**src/rtl/instr_fetch_unit.sv**
```systemverilog
// Instruction fetch stage plus IF/ID register: one outstanding imem read,
// stall-time response buffering, branch redirect/flush, halt on DONE_OP.
module instr_fetch_unit #(
    parameter int unsigned     PC_W     = 64,
    parameter logic [PC_W-1:0] RESET_PC = '0,
    parameter logic [6:0]      DONE_OP  = 7'b1111111
) (
    input  logic            i_clk,
    input  logic            i_rst,
    input  logic            i_stall,
    input  logic            i_branch_taken,
    input  logic [PC_W-1:0] i_branch_target,
    output logic            o_imem_req,
    output logic [PC_W-1:0] o_imem_addr,
    input  logic            i_imem_valid,
    input  logic [31:0]     i_imem_rdata,
    output logic [31:0]     o_instr,
    output logic [6:0]      o_opcode,
    output logic [PC_W-1:0] o_pc,
    output logic            o_nop,
    output logic            o_halted
);

    typedef enum logic [2:0] {
        S_IDLE,
        S_REQ,
        S_WAIT,
        S_HOLD,
        S_DROP,
        S_HALT
    } state_e;

    state_e          state_q, state_d;
    logic [PC_W-1:0] pc_q;
    logic [PC_W-1:0] pend_pc_q;
    logic [31:0]     pend_instr_q;
    logic            pend_vld_q;
    logic [31:0]     instr_q;
    logic [6:0]      opcode_q;
    logic [PC_W-1:0] ifid_pc_q;
    logic            nop_q;
    logic            req_q;
    logic            halted_q;

    logic            ld;
    logic [31:0]     ld_instr;
    logic [PC_W-1:0] ld_pc;
    logic            ld_done;

    // IF/ID load source: a fresh response in WAIT or the buffered one in HOLD
    always_comb begin
        ld       = 1'b0;
        ld_instr = i_imem_rdata;
        ld_pc    = pc_q;
        if (!i_branch_taken && !i_stall) begin
            if (state_q == S_WAIT && i_imem_valid) begin
                ld = 1'b1;
            end else if (state_q == S_HOLD && pend_vld_q) begin
                ld       = 1'b1;
                ld_instr = pend_instr_q;
                ld_pc    = pend_pc_q;
            end
        end
        ld_done = (ld_instr[6:0] == DONE_OP);
    end

    always_comb begin
        state_d = state_q;
        if (i_branch_taken) begin
            case (state_q)
                S_REQ:          state_d = S_DROP;
                S_WAIT, S_DROP: state_d = i_imem_valid ? S_REQ : S_DROP;
                default:        state_d = S_REQ;
            endcase
        end else begin
            case (state_q)
                S_IDLE: state_d = S_REQ;
                S_REQ:  state_d = S_WAIT;
                S_WAIT: begin
                    if (i_imem_valid) begin
                        if (i_stall) state_d = S_HOLD;
                        else         state_d = ld_done ? S_HALT : S_REQ;
                    end
                end
                S_HOLD: if (ld) state_d = ld_done ? S_HALT : S_REQ;
                S_DROP: if (i_imem_valid) state_d = S_REQ;
                S_HALT: state_d = S_HALT;
                default: state_d = S_IDLE;
            endcase
        end
    end

    always_ff @(posedge i_clk) begin
        if (i_rst) begin
            state_q      <= S_IDLE;
            pc_q         <= RESET_PC;
            pend_pc_q    <= '0;
            pend_instr_q <= '0;
            pend_vld_q   <= 1'b0;
            instr_q      <= '0;
            opcode_q     <= '0;
            ifid_pc_q    <= '0;
            nop_q        <= 1'b1;
            req_q        <= 1'b0;
            halted_q     <= 1'b0;
        end else begin
            state_q  <= state_d;
            req_q    <= (state_d == S_REQ);
            halted_q <= (state_d == S_HALT);
            if (i_branch_taken) begin
                // Flush wins over stall; o_pc keeps the last loaded address
                pc_q       <= i_branch_target;
                pend_vld_q <= 1'b0;
                instr_q    <= '0;
                opcode_q   <= '0;
                nop_q      <= 1'b1;
            end else begin
                if (state_q == S_WAIT && i_imem_valid) begin
                    pc_q <= pc_q + PC_W'(4);
                    if (i_stall) begin
                        pend_instr_q <= i_imem_rdata;
                        pend_pc_q    <= pc_q;
                        pend_vld_q   <= 1'b1;
                    end
                end
                if (ld) begin
                    instr_q   <= ld_instr;
                    opcode_q  <= ld_instr[6:0];
                    ifid_pc_q <= ld_pc;
                    nop_q     <= 1'b0;
                    if (state_q == S_HOLD) pend_vld_q <= 1'b0;
                end else if (!i_stall) begin
                    instr_q  <= '0;
                    opcode_q <= '0;
                    nop_q    <= 1'b1;
                end
            end
        end
    end

    assign o_imem_req  = req_q;
    assign o_imem_addr = pc_q;
    assign o_instr     = instr_q;
    assign o_opcode    = opcode_q;
    assign o_pc        = ifid_pc_q;
    assign o_nop       = nop_q;
    assign o_halted    = halted_q;

endmodule

```
**config.mk**
```make
export PLATFORM = sky130hd
export DESIGN_NAME = instr_fetch_unit
export DESIGN_NICKNAME = d
export VERILOG_FILES = /design/src/rtl/instr_fetch_unit.sv
export SDC_FILE = /design/constraint.sdc
export NUM_CORES = 1
export LEC_CHECK = 0
export ABC_AREA = 1
export ABC_CLOCK_PERIOD_IN_PS = 1700
export CAP_MARGIN = 15
export CORE_ASPECT_RATIO = 0.9
export CORE_MARGIN = 1.5
export CORE_UTILIZATION = 40
export DETAILED_ROUTE_END_ITERATION = 16
export PLACE_DENSITY = 0.75
export SETUP_SLACK_MARGIN = 0.3
export SLEW_MARGIN = 20
export SYNTH_ARGS = -nofsm -noshare
export SYNTH_HDL_FRONTEND = slang
export SYNTH_SLANG_ARGS = --single-unit
```
**constraint.sdc**
```tcl
create_clock -name i_clk -period 1.7 [get_ports i_clk]
set_clock_uncertainty 0.05 [all_clocks]
set_input_delay 0.34 -clock i_clk [delete_from_list [all_inputs] [get_ports i_clk]]
set_output_delay 0.34 -clock i_clk [all_outputs]
set_load 0.01 [all_outputs]
```
==> results.md <==
- Delay of the slowest critical-path stage: 0.39 ns
- Number of antenna violations at the first check in global routing: 2
- Vias in the first global route: 14300
- Worst Max-Slew Pin Slew: 0.394 ns
- Largest family of logic cells by synthesized area: simple AND/OR/NAND/NOR gates
- FP Rows: 61
- Areal power density over the cells: 676 nW/um^2
- Top-level port count: 271
- # port buffers: 270
- Drt total wl: 57.7 mm
- Number of nets with antenna violations after routing: 0
- Leading post-synthesis cells by cell area: sky130_fd_sc_hd__dfxtp_1 42%, sky130_fd_sc_hd__nand2_1 13%, sky130_fd_sc_hd__a21oi_1 9.7%, sky130_fd_sc_hd__nor2_1 7.0%, sky130_fd_sc_hd__nand3_1 5.7%
- Effective utilization at floorplan: 0.407
- Layout cell share with drive strength beyond 1: 0.463
- Final weighted congestion of routability-driven global placement: 0.911
- Worst Path Class, Setup: flip-flop to flip-flop
- Total global routing track utilization: 0.291
- Worst IR drop on VDD: 0.717 mV
- Highest clock frequency the design can meet: 541 MHz
- Largest delay contributor family on the critical path: buffers and inverters
- Net count of the finished layout: 2477
- Ordered list of cells on the worst path: inv_4 > nand2_4 > nor2_4 > buf_6 > o21ai_4 > clkinv_4 > buf_12 > buf_12 > o21ai_2 > a21oi_2
- CP Capture Type: flip-flop
- Buffers from clock root to sink, at most: 3
- Post-Synth Adder-Cell Area: 0.000995
- Headroom to the max-slew limit: 0.737
- Layout-stage area growth over the synthesis result: 79.0%
- Critical path required time: 2.09 ns
- Final cell area excluding filler cells: 22500 sq um
- Global-route wire length before repair: 76.1 mm
- DIE AREA: 32500 sq um
- Aggregate global routing overflow: 0
- Number of clock buffers inserted by TritonCTS: 28
- Compound-gate portion of the synthesized area: 0.202
- Final Setup Violations: 113
- CORE AREA: 30900 sq um
- Post-Synthesis Cells: 1853
- Root Buffer: sky130_fd_sc_hd__clkbuf_16
- Biggest area consumer among synthesized cells: sky130_fd_sc_hd__dfxtp_1
- Clock sink count: 263
- Width of the die: 190 microns
- Summed negative setup slack over all endpoints: -7.00 ns
- Register bit count reported by yosys: 263
- Total via count after detailed routing: 15900
- H-tree lvl count: 1
- Leading cell type in the layout, fill and taps excluded: sky130_fd_sc_hd__nand2_1
- Hold Violations, Final: 0
- Synth warn: 0
- Worst min-delay path class: primary input to flip-flop
- Final critical delay including setup and external delays: 1.85 ns
- Drc violations: 0
- Post-synthesis instance area: 12600 sq um
- Routed vias/inst: 5.66
- Area fraction of the dominant cell type after synthesis: 0.418
- Critical path buffers and inverters: 5
- Number of max-capacitance violations reported: 0
- Number of distinct library cells after synthesis: 39
- Synthesized area per cell: 6.79 sq um
- Critical Path Slowest Stage Cell: sky130_fd_sc_hd__dfxtp_4
- Area after DPL: 17600 sq um
- Simple-gate area share of the yosys netlist: 0.286
- Unrepaired setup endpoints after global routing: true
- Share of synthesized area occupied by flip-flops and latches: 0.418
- Critical Path Fanout Max: 20
- Commonest cells after routing, fill and taps aside: 350 x sky130_fd_sc_hd__nand2_1, 213 x sky130_fd_sc_hd__buf_6, 199 x sky130_fd_sc_hd__buf_4, 177 x sky130_fd_sc_hd__a21oi_1, 129 x sky130_fd_sc_hd__dfxtp_1
- Critical Path Source Type: flip-flop
- Largest net degree at the start of global routing: 75
- Drt wl/cell: 20.6 microns
- Number of hold-repair buffers added at the cts stage: 0
- Half-perimeter wire length after placement: 33.6 mm
- Critical path arrival: 2.24 ns
- Final critical-path setup slack: -0.149 ns
- Final Max Slew Viols: 0
- Clock-pin slew of the registers on the worst-case setup and hold paths: 0.07 ns
- Drt initial violations: 1551
- Lkg Pwr: 8.92 nW
- Floorplan die height: 171 microns
- Run status: complete, but fails checks
- Source-to-sink clock delay at the later pin of the worst-skew pair: 0.55 ns
- Worst path most repeated cell: sky130_fd_sc_hd__buf_12
- Clock tree from TritonCTS: built
- Router iterations before antenna repair: 7
- Share of synthesized area spent on multiplexers: 0
- Failing checks: setup timing
- Final critical-path share of the clock period: 1.09
- Xor/xnor share of the synthesized area: 0.0153
- Synth Net Count: 1955
-- sequential cells by signal, summed over array words and instances (netlist names) --
| name | flops |
|---|---|
| o_imem_req | 1 |
| o_imem_addr | 64 |
| pend_vld_q | 1 |
| o_nop | 1 |
| pend_pc_q | 64 |
| o_instr | 32 |
| pend_instr_q | 32 |
| o_halted | 1 |
| state_q | 3 |
| o_pc | 64 |
-- synthesized netlist by cell type, drive strengths merged --
cell and count:
nand3b 5, o221ai 2, a221oi 4, nand3 144, clkbuf 75, dfxtp 263
a22oi 1, nor3 10, or2 1, nand2 450, o2111ai 1, nand4 13
clkinv 2, a21oi 243, a22o 3, inv 89, and2 4, buf 57
a21boi 1, o22ai 64, ha 1, xor2 14, xnor2 8, o21ai 129
o211ai 4, a31oi 21, nor2 244
-- per-stage QoR --
step | util | setup slack, ns | hold WS (ns) | cells | total power (W)
finish | 0.729 | -0.149 | 0.104 | 2806 | 0.0152
CTS | 0.643 | 0.0227 | 0.0766 | 2732 | 0.0149
global placement | 0.569 | -0.363 | 0.392 | 2596 | 0.00823
global route | 0.729 | -0.174 | 0.103 | 2806 | 0.0156
floorplan | - | 0.153 | 0.380 | 1853 | 0.00731
detailed placement | 0.569 | -0.435 | 0.394 | 2596 | 0.00825
-- worst paths after layout --
path               start               end  slack (ns)  cells after the start
min reg2reg  o_instr[27]       o_instr[27]        0.40                      2
max reg2reg   state_q[2]          o_pc[36]       -0.15                     10
max           state_q[2]          o_pc[36]       -0.15                     10
min                i_rst  pend_instr_q[19]        0.10                      2
-- final cells by class --
cell class                 count  area, sq um
antenna                        2         5.00
clock inverter                 8          100
timing repair buffer         621         6680
timing repair inverter         1         8.76
fill                        2202         8390
sequential                   263         5530
multi-input combinational   1369         8400
tap                          409          512
clock buffer                  42          887
inverter                      91          393
-- per-layer routing --
metal / wire length, microns / global-route usage / up-vias / share of wire
li1: - / - / 7267 / -
met1: 23100 / 0.397 / 7589 / 0.40
met2: 27300 / 0.485 / 878 / 0.47
met3: 5030 / 0.0341 / 157 / 0.087
met4: 2310 / 0.0818 / 0 / 0.040
met5: 0 / 0 / - / 0
-- logic make-up (layout without fill, tap and decap cells) --
logic type	after synthesis	after routing
AOI/OAI and AO/OA	473	473
xor gates and xnor gates	22	22
adders and majority gates	1	1
buffers and inverters	223	763
DFF	263	263
other	0	2
and+or+nand+nor	871	873
-- worst reg2reg max path, stage by stage (launching register included) --
cell and delay [ns]:
sky130_fd_sc_hd__dfxtp_4 0.39, sky130_fd_sc_hd__inv_4 0.05, sky130_fd_sc_hd__nand2_4 0.10, sky130_fd_sc_hd__nor2_4 0.06, sky130_fd_sc_hd__buf_6 0.12, sky130_fd_sc_hd__o21ai_4 0.20, sky130_fd_sc_hd__clkinv_4 0.20, sky130_fd_sc_hd__buf_12 0.20
sky130_fd_sc_hd__buf_12 0.18, sky130_fd_sc_hd__o21ai_2 0.14, sky130_fd_sc_hd__a21oi_2 0.05
-- power by group --
group / switching (W) / internal (W) / total (W) / leakage (nW)
combinational: 0.00111 / 0.00111 / 0.00222 / 6.22
sequential: 0.000165 / 0.00627 / 0.00644 / 2.20
clock: 0.00266 / 0.00390 / 0.00656 / 0.491
total: 0.00393 / 0.0113 / 0.0152 / 8.92
-- repair_timing --
action / 4_1_cts / 5_1_grt
setup buffers: 85 / 48
endpoints found under the hold margin: 0 / 0
gates cloned: 1 / 24
resized for setup: 924 / 483
pin swaps: 9 / 120
endpoints found under the setup margin: 428 / 419
Power figures use the tool's default switching activity.
